$ cat src/rtl/memlibc_bist_clk_sched.sv
`default_nettype none
// +--------------------------------------------------------------------------+
// | Module      : memlibc_bist_clk_sched                                     |
// | Description : Round-robin clock/grant scheduler for memory BIST          |
// |               controllers. Only one controller at a time gets its clock  |
// |               enabled. The BIST grant follows after a fixed settle time. |
// |               The clock stays on for a short drain window after the      |
// |               grant drops.                                               |
// | Revision    : 1.0  initial release                                       |
// +--------------------------------------------------------------------------+
// | Ports                                                                    |
// |   clk       scheduler clock, all state updates on the rising edge        |
// |   rst_n     synchronous active-low reset                                 |
// |   sched_en  permits new sessions; does not disturb a running session     |
// |   req       per-controller session request (level)                       |
// |   done      per-controller session complete (level)                      |
// |   clk_en    one-hot-or-zero clock enable to each controller (registered) |
// |   grant     one-hot-or-zero BIST run permission (registered)             |
// |   busy      high whenever the scheduler is not idle (registered)         |
// +--------------------------------------------------------------------------+
module memlibc_bist_clk_sched #(
  parameter int N_REQ      = 4,
  parameter int SETTLE_CYC = 2,
  parameter int GAP_CYC    = 1
) (
  input  logic             clk,
  input  logic             rst_n,
  input  logic             sched_en,
  input  logic [N_REQ-1:0] req,
  input  logic [N_REQ-1:0] done,
  output logic [N_REQ-1:0] clk_en,
  output logic [N_REQ-1:0] grant,
  output logic             busy
);

  // Index width, plus one extra bit so that ptr + offset cannot overflow
  // before the modulo-N_REQ correction is applied.
  localparam int IDX_W = (N_REQ > 1) ? $clog2(N_REQ) : 1;
  localparam int SUM_W = IDX_W + 1;

  localparam logic [1:0] ST_IDLE   = 2'd0;
  localparam logic [1:0] ST_SETTLE = 2'd1;
  localparam logic [1:0] ST_RUN    = 2'd2;
  localparam logic [1:0] ST_DRAIN  = 2'd3;

  // The counters are reloaded with N-1 because the load cycle itself counts
  // as the first cycle of the phase.
  localparam logic [3:0]       SETTLE_LOAD = 4'(SETTLE_CYC - 1);
  localparam logic [3:0]       GAP_LOAD    = 4'(GAP_CYC - 1);
  localparam logic [IDX_W-1:0] LAST_IDX    = IDX_W'(N_REQ - 1);
  localparam logic [SUM_W-1:0] N_SUM       = SUM_W'(N_REQ);

  // --------------------------------------------------------------------------
  // State
  // --------------------------------------------------------------------------
  logic [1:0]       state_q,  state_d;
  logic [IDX_W-1:0] cur_q,    cur_d;
  logic [IDX_W-1:0] ptr_q,    ptr_d;
  logic [3:0]       cnt_q,    cnt_d;
  logic [N_REQ-1:0] clk_en_q, clk_en_d;
  logic [N_REQ-1:0] grant_q,  grant_d;
  logic             busy_q,   busy_d;

  // --------------------------------------------------------------------------
  // Round-robin pick: first asserted request at or after ptr, wrapping.
  // --------------------------------------------------------------------------
  logic             pick_found;
  logic [IDX_W-1:0] pick_idx;
  logic [SUM_W-1:0] scan_pos;

  always_comb begin
    pick_found = 1'b0;
    pick_idx   = ptr_q;
    scan_pos   = '0;
    for (int i = 0; i < N_REQ; i++) begin
      scan_pos = {1'b0, ptr_q} + SUM_W'(i);
      // Explicit wrap so non-power-of-two N_REQ never indexes past N_REQ-1.
      if (scan_pos >= N_SUM) begin
        scan_pos = scan_pos - N_SUM;
      end
      if (!pick_found && req[scan_pos[IDX_W-1:0]]) begin
        pick_found = 1'b1;
        pick_idx   = scan_pos[IDX_W-1:0];
      end
    end
  end

  // --------------------------------------------------------------------------
  // Session sequencing
  // --------------------------------------------------------------------------
  // Only the current index's req/done are looked at once a session has
  // started; all other requesters are invisible until the next IDLE.
  logic cur_req;
  logic cur_done;

  always_comb begin
    state_d  = state_q;
    cur_d    = cur_q;
    ptr_d    = ptr_q;
    cnt_d    = cnt_q;
    cur_req  = req[cur_q];
    cur_done = done[cur_q];

    case (state_q)
      ST_IDLE: begin
        // sched_en only gates the start of a session.
        if (sched_en && pick_found) begin
          state_d = ST_SETTLE;
          cur_d   = pick_idx;
          cnt_d   = SETTLE_LOAD;
        end
      end

      ST_SETTLE: begin
        // done is deliberately ignored here: the controller has not been
        // granted yet, so a done level is stale from a previous session.
        if (!cur_req) begin
          state_d = ST_DRAIN;
          cnt_d   = GAP_LOAD;
        end else if (cnt_q == 4'd0) begin
          state_d = ST_RUN;
        end else begin
          cnt_d = cnt_q - 4'd1;
        end
      end

      ST_RUN: begin
        if (cur_done || !cur_req) begin
          state_d = ST_DRAIN;
          cnt_d   = GAP_LOAD;
        end
      end

      ST_DRAIN: begin
        if (cnt_q == 4'd0) begin
          state_d = ST_IDLE;
          ptr_d   = (cur_q == LAST_IDX) ? '0 : cur_q + IDX_W'(1);
        end else begin
          cnt_d = cnt_q - 4'd1;
        end
      end

      default: begin
        state_d = ST_IDLE;
      end
    endcase
  end

  // --------------------------------------------------------------------------
  // Output decode from the next state so the registered outputs line up with
  // the state they describe (no input-to-output combinational path).
  // --------------------------------------------------------------------------
  logic [N_REQ-1:0] cur_onehot;

  always_comb begin
    cur_onehot        = '0;
    cur_onehot[cur_d] = 1'b1;
    clk_en_d          = (state_d != ST_IDLE) ? cur_onehot : '0;
    grant_d           = (state_d == ST_RUN)  ? cur_onehot : '0;
    busy_d            = (state_d != ST_IDLE);
  end

  // --------------------------------------------------------------------------
  // Registers. Reset drops clock and grant on the same edge, no drain.
  // --------------------------------------------------------------------------
  always_ff @(posedge clk) begin
    if (!rst_n) begin
      state_q  <= ST_IDLE;
      cur_q    <= '0;
      ptr_q    <= '0;
      cnt_q    <= 4'd0;
      clk_en_q <= '0;
      grant_q  <= '0;
      busy_q   <= 1'b0;
    end else begin
      state_q  <= state_d;
      cur_q    <= cur_d;
      ptr_q    <= ptr_d;
      cnt_q    <= cnt_d;
      clk_en_q <= clk_en_d;
      grant_q  <= grant_d;
      busy_q   <= busy_d;
    end
  end

  assign clk_en = clk_en_q;
  assign grant  = grant_q;
  assign busy   = busy_q;

endmodule
`default_nettype wire

$ cat config.mk
export PLATFORM = sky130hd
export DESIGN_NAME = memlibc_bist_clk_sched
export DESIGN_NICKNAME = d
export VERILOG_FILES = /design/src/rtl/memlibc_bist_clk_sched.sv
export SDC_FILE = /design/constraint.sdc
export NUM_CORES = 1
export LEC_CHECK = 0
export CELL_PAD_IN_SITES_DETAIL_PLACEMENT = 1
export CELL_PAD_IN_SITES_GLOBAL_PLACEMENT = 2
export CORE_ASPECT_RATIO = 1.25
export CORE_MARGIN = 3
export CORE_UTILIZATION = 35
export DETAILED_ROUTE_END_ITERATION = 10
export DONT_BUFFER_PORTS = 1
export PLACE_DENSITY = 0.82
export SYNTH_ARGS = -nofsm -noshare
export SYNTH_HDL_FRONTEND = slang
export SYNTH_SLANG_ARGS = --single-unit
$ cat constraint.sdc
create_clock -name clk -period 2.3 [get_ports clk]
set_input_delay 0.46 -clock clk [delete_from_list [all_inputs] [get_ports clk]]
set_output_delay 0.46 -clock clk [all_outputs]
set_load 0.03 [all_outputs]
After elaboration in Yosys (flattened, before gate mapping)
Index checks and enable logic that the tools add are counted.
{ "totals": {"inputBits": 11, "wordCells": 91, "out_inout_bits": 9, "regBits": 19} }
{ "op_classes": {"eq_ne": 7, "reduce_logical": 17, "muxes": 40, "addsub": 9, "magnitude_cmp": 11} }
{ "ops": {"columns": ["cell", "count"], "rows": [
  ["$mux 2", 16],
  ["$lt 2x3->1 const B", 6],
  ["$mux 4", 4],
  ["$pmux 4 s4", 1],
  ["$bmux 1 s2", 6],
  ["$mux 1", 11],
  ["$ge 3x3->1 const B", 3],
  ["$eq 2x2->1 const B", 4],
  ["$pmux 2 s4", 1],
  ["$reduce_and 2->1", 4],
  ["$sub 2x1->2 const B", 4],
  ["$add 2x2->3 const B", 2],
  ["$logic_and 1x1->1", 5],
  ["$logic_not 1->1", 4],
  ["$logic_not 4->1", 1],
  ["$ne 2x2->1 const B", 2],
  ["$sub 4x1->4 const B", 1],
  ["$add 2x1->3 const B", 1],
  ["$ge 2x3->1 const B", 1],
  ["$add 2x1->2 const B", 1],
  ["$demux 1 s2", 1],
  ["$eq 2x1->1 const B", 1],
  ["$ge 2x1->1 const B", 1],
  ["$logic_not 2->1", 1],
  ["2 further kinds", 2]
]} }

Logic depth before layout (Yosys ltp)
Gate-level depths: netlist (run 1).
{ "logic_depth": {"depth_word": 21, "mapped_depth": 7, "depth_no_buf": 7} }

Least setup slack after synthesis (run 1)
OpenSTA, ideal clock, no wires.
{ "synth_timing": {"path_type": "flip-flop to flip-flop", "from": "reg cnt_q[0]", "to": "reg grant_q[2] (netlist: grant[2])", "arrival_time_ps": 1972, "t_required_ps": 2234, "setup_ps": 66, "path_slack_ps": 262, "path_buffers": 0, "synth_period_minus_slack_ps": 2038, "stages_incl_launch_ff": 8, "cell_sequence": "dfxtp_1 > inv_1 > ha_1 > nor3b_1 > nand3_1 > o2111ai_2 > or4b_4 > nor2_1"} }
{ "synth_via": {"elab_chain_cells": 6, "elab_cells_between_ends": 7, "classes_between": "eq/ne (1); mux (4); reduce/logical (2)"} }
{ "synth_rtl": {"columns": ["element", "line", "source"], "rows": [
  ["start: declaration", "59", "logic [3:0] cnt_q, cnt_d;"],
  ["start signal: assignment", "179", "cnt_q <= cnt_d;"],
  ["$logic_not 4->1 *", "120, 135", null],
  ["$mux 2", "120", "end else if (cnt_q == 4'd0) begin"],
  ["$mux 2", "117", "if (!cur_req) begin"],
  ["$pmux 2 s4 *", "104", "case (state_q)"],
  ["$eq 2x2->1 *", "159", "grant_d = (state_d == ST_RUN) ? cur_onehot : '0;"],
  ["$reduce_and 2->1 (no line) *", null, null],
  ["end signal: assignment", "181", "grant_q <= grant_d;"],
  ["end: declaration", "61", "logic [N_REQ-1:0] grant_q, grant_d;"]
]} }
Mark *: on every way between the ends. The rest lies on a longest branch, timed or not.
A chain may end at the register's enable or synchronous reset.

Worst setup path in the final report (run 1)
{ "layout_timing": {"from": "reg cur_q[1]", "to": "reg grant_q[1] (netlist: grant[1])"} }
{ "layout_via": {"elab_chain_cells": 8, "elab_cells_between_ends": 18, "classes_between": "order compare (2); eq/ne (1); mux (11); reduce/logical (4)"} }
{ "layout_rtl": {"columns": ["element", "line", "source"], "rows": [
  ["start: declaration", "57", "logic [IDX_W-1:0] cur_q, cur_d;"],
  ["start signal: assignment", "177", "cur_q <= cur_d;"],
  ["$bmux 1 s2", "101", "cur_req = req[cur_q];"],
  ["$mux 1 (not written as such)", "101", null],
  ["$logic_not 1->1", "128", "if (cur_done || !cur_req) begin"],
  ["$logic_or 1x1->1", "128", null],
  ["$mux 2", "128", null],
  ["$pmux 2 s4", "104", null],
  ["$eq 2x2->1", "159", null],
  ["$reduce_and 2->1 (no line)", null, null]
]} }
Several ways; a longest one is shown, not always the timed one. The select of a mux whose other input is x is not followed.

==> results of run 1 <==
[kinds of logic (layout without fill, tap and decap cells)]
kind of cell	after synthesis	in the layout	share of synthesized area
mux	5	5	0.0783
buf+inv	9	15	0.0431
fa+ha+maj	2	2	0.0261
simple gates	46	46	0.255
compound gates	25	25	0.201
flops	19	19	0.397
[path summary, 6_finish.rpt]
check,depth (start not counted),end,slack [ns]
worst min-delay path,1,cnt_q[0],0.29
worst min register to register,2,cnt_q[1],0.49
worst max-delay path,4,grant[1],0.26
worst max register to register,4,grant[1],0.26
[flip-flops by register name, summed over array words and instances, names as in the netlist]
signal	flops
cur_q	2
clk_en	4
cnt_q	4
grant	4
state_q	2
busy	1
ptr_q	2
[per-stage QoR]
step                      std cells  utilization  setup slack, ns
after floorplan                 106            -            0.262
after global placement          141        0.401            0.244
after detailed placement        141        0.401            0.150
after CTS                       145        0.412            0.244
after global routing            145        0.412           0.0887
final                           145        0.412            0.261
[Yosys cell counts (all sizes together) (3+ instances only)]
cell / instances
o21ai: 3
nand2: 5
nand3: 4
nor3b: 4
inv: 6
nor3: 6
nor2: 18
a31oi: 4
dfxtp: 19
nand2b: 4
mux2i: 3
[final cells by class]
| type | instances | area (µm²) | area share |
|---|---|---|---|
| multi-input combinational | 78 | 537 | 0.515 |
| inverter | 7 | 26.3 | 0.0252 |
| timing repair buffer | 4 | 30.0 | 0.0288 |
| sequential | 19 | 380 | 0.365 |
| clock inverter | 1 | 5.00 | 0.00480 |
| tap | 33 | 41.3 | 0.0396 |
| clock buffer | 3 | 22.5 | 0.0216 |
[layer usage]
layer	up-vias	track usage
met2	8	0.253
met3	2	0.0184
met4	0	0.0479
met5	-	0
li1	401	-
met1	388	0.166
[power breakdown]
group	switching [mW]	internal, mW
registers	0.0497	0.357
clock network	0.0989	0.0645
logic	0.105	0.0891
total	0.253	0.511
[worst reg2reg max path, cell delays in order, from the launching register on]
cell     delay (ns)
dfxtp_1        0.52
mux4_2         0.63
nor3b_2        0.20
or4b_4         0.52
nor2_1         0.12
==> results.py, run 1 <==
metrics = {
    "outcome": {
        "status": "finished clean",
    },
    "die": {
        "core_um2": 2530,
        "row_count": 20,
        "dieArea_um2": 3410,
        "dieWidth_um": 52.8,
        "ios": 20,
        "die_h_um": 64.5,
        "start_util": 0.379,
    },
    "drt": {
        "wirelength_mm": 2.15,
        "postRouteAntennaNets": 0,
        "drt-met1-wl_um": 924,
        "avgViaCountPerCell": 5.51,
        "vias": 799,
        "dr.pass1.iters": 3,
        "met3_length_um": 47,
        "drt_iter0_markers": 9,
        "wl_per_cell_um": 14.8,
        "dr_wl_met2_mm": 1.15,
        "dr.max_layer_used": "met4",
        "drc_errors": 0,
    },
    "power": {
        "pwr_density_cell_nw_per_um2": 733,
        "p_leak_nw": 0.389,
        "power_uw": 764,
        "vdd_drop_max_mv": 0.371,
    },
    "sta": {
        "timing.final.crit_share": 0.886,
        "worst_slew_pin_slew_ns": 1.18,
        "slew_headroom": 0.204,
        "rsz0062_at_grt": "false",
        "finalSetupTns_ns": 0,
        "clock_skew_ns": 0.00492,
        "holdWs_ns": 0.293,
        "setup_viol": 0,
        "period_needed_ns": 2.04,
        "max_freq_mhz": 491,
        "slew_viol_final": 0,
        "hold_viol_final": 0,
    },
    "place": {
        "dpl.hpwl_mm": 1.71,
        "gp_congestion": 0.735,
        "place_area_um2": 1010,
        "portBuffers": 0,
    },
    "logic_synthesis": {
        "yosys.area.top_type_share": 0.397,
        "syn-num-nets": 119,
        "synthDistinctLibCells": 38,
        "synthCells": 106,
        "yosysTopAreaCell": "dfxtp_1",
        "yosysSeqAreaShare": 0.397,
        "async_flop_share": 0,
        "syn-cell-area_um2": 958,
        "synth_seq_cells": 19,
        "synth-edff-count": 0,
        "syn_avg_cell_area_um2": 9.04,
        "synthFlopType": "dfxtp_1",
        "synthTopCellsByArea": "dfxtp_1, nor2_1, mux4_2",
        "yosys_warnings": 0,
    },
    "worst_setup_path": {
        "cp_slowest_cell": "mux4_2",
        "crit_type": "reg -> reg",
        "path_buf_inv": 0,
        "cp.arrival_ns": 2.26,
        "path_cells": "mux4_2 > nor3b_2 > or4b_4 > nor2_1",
        "worstSetupStartpointType": "flop",
        "critPathMaxStageDelay_ns": 0.63,
        "cp_max_fo": 8,
        "rr_startpoint": "cur_q[1]",
        "path_delay_family": "simple AND/OR/NAND/NOR gates",
        "worstPathRequired_ns": 2.52,
        "critPathLaunch": "cur_q[1]",
        "endpoint_kind": "flop",
    },
    "grt": {
        "grt_antenna_before_repair": 0,
        "grt_pass1_wl_mm": 3.67,
        "grt_pass1_vias": 821,
        "grt_use_total": 0.141,
        "grt_max_degree": 13,
        "grt-ovfl-total": 0,
    },
    "clock_network": {
        "cts_tree": "yes",
        "postCtsResizedCells": 0,
        "postCtsSetupRepairBufs": 0,
        "cts_max_path_buffers": 2,
        "clk_pin_slew_ns": 0.11,
        "insertion_delay_ns": 0.29,
        "h-tree-depth": 1,
        "cts.sinks": 19,
        "cts_made_buffers": 3,
        "cts_hold_buf": 0,
        "cts-root-buf": "clkbuf_4",
    },
    "cells_and_area": {
        "fin_nets": 126,
        "layout_common_cells": "dfxtp_1, nor2_1, inv_1, nor3_1, nand2_1",
        "final_common_cell": "dfxtp_1",
        "drive_gt1_frac": 0.143,
        "area_growth_pct": 8.75,
        "fillers": 314,
        "diodes": 0,
        "finish.instance_area_um2": 1040,
    },
    "worst_hold_path": {
        "min_from": "rst_n",
        "hp-class": "in -> reg",
    },
    "flow_run": {
        "drv_cap": 0,
    },
}
Note: power is estimated with default switching activity, not from simulation.
==> run 2: changes to the inputs <==
Settings changed: TNS_END_PERCENT from default to 1.
==> results of run 2 <==
Final layout, timing and power as in run 1 (identical DEF).
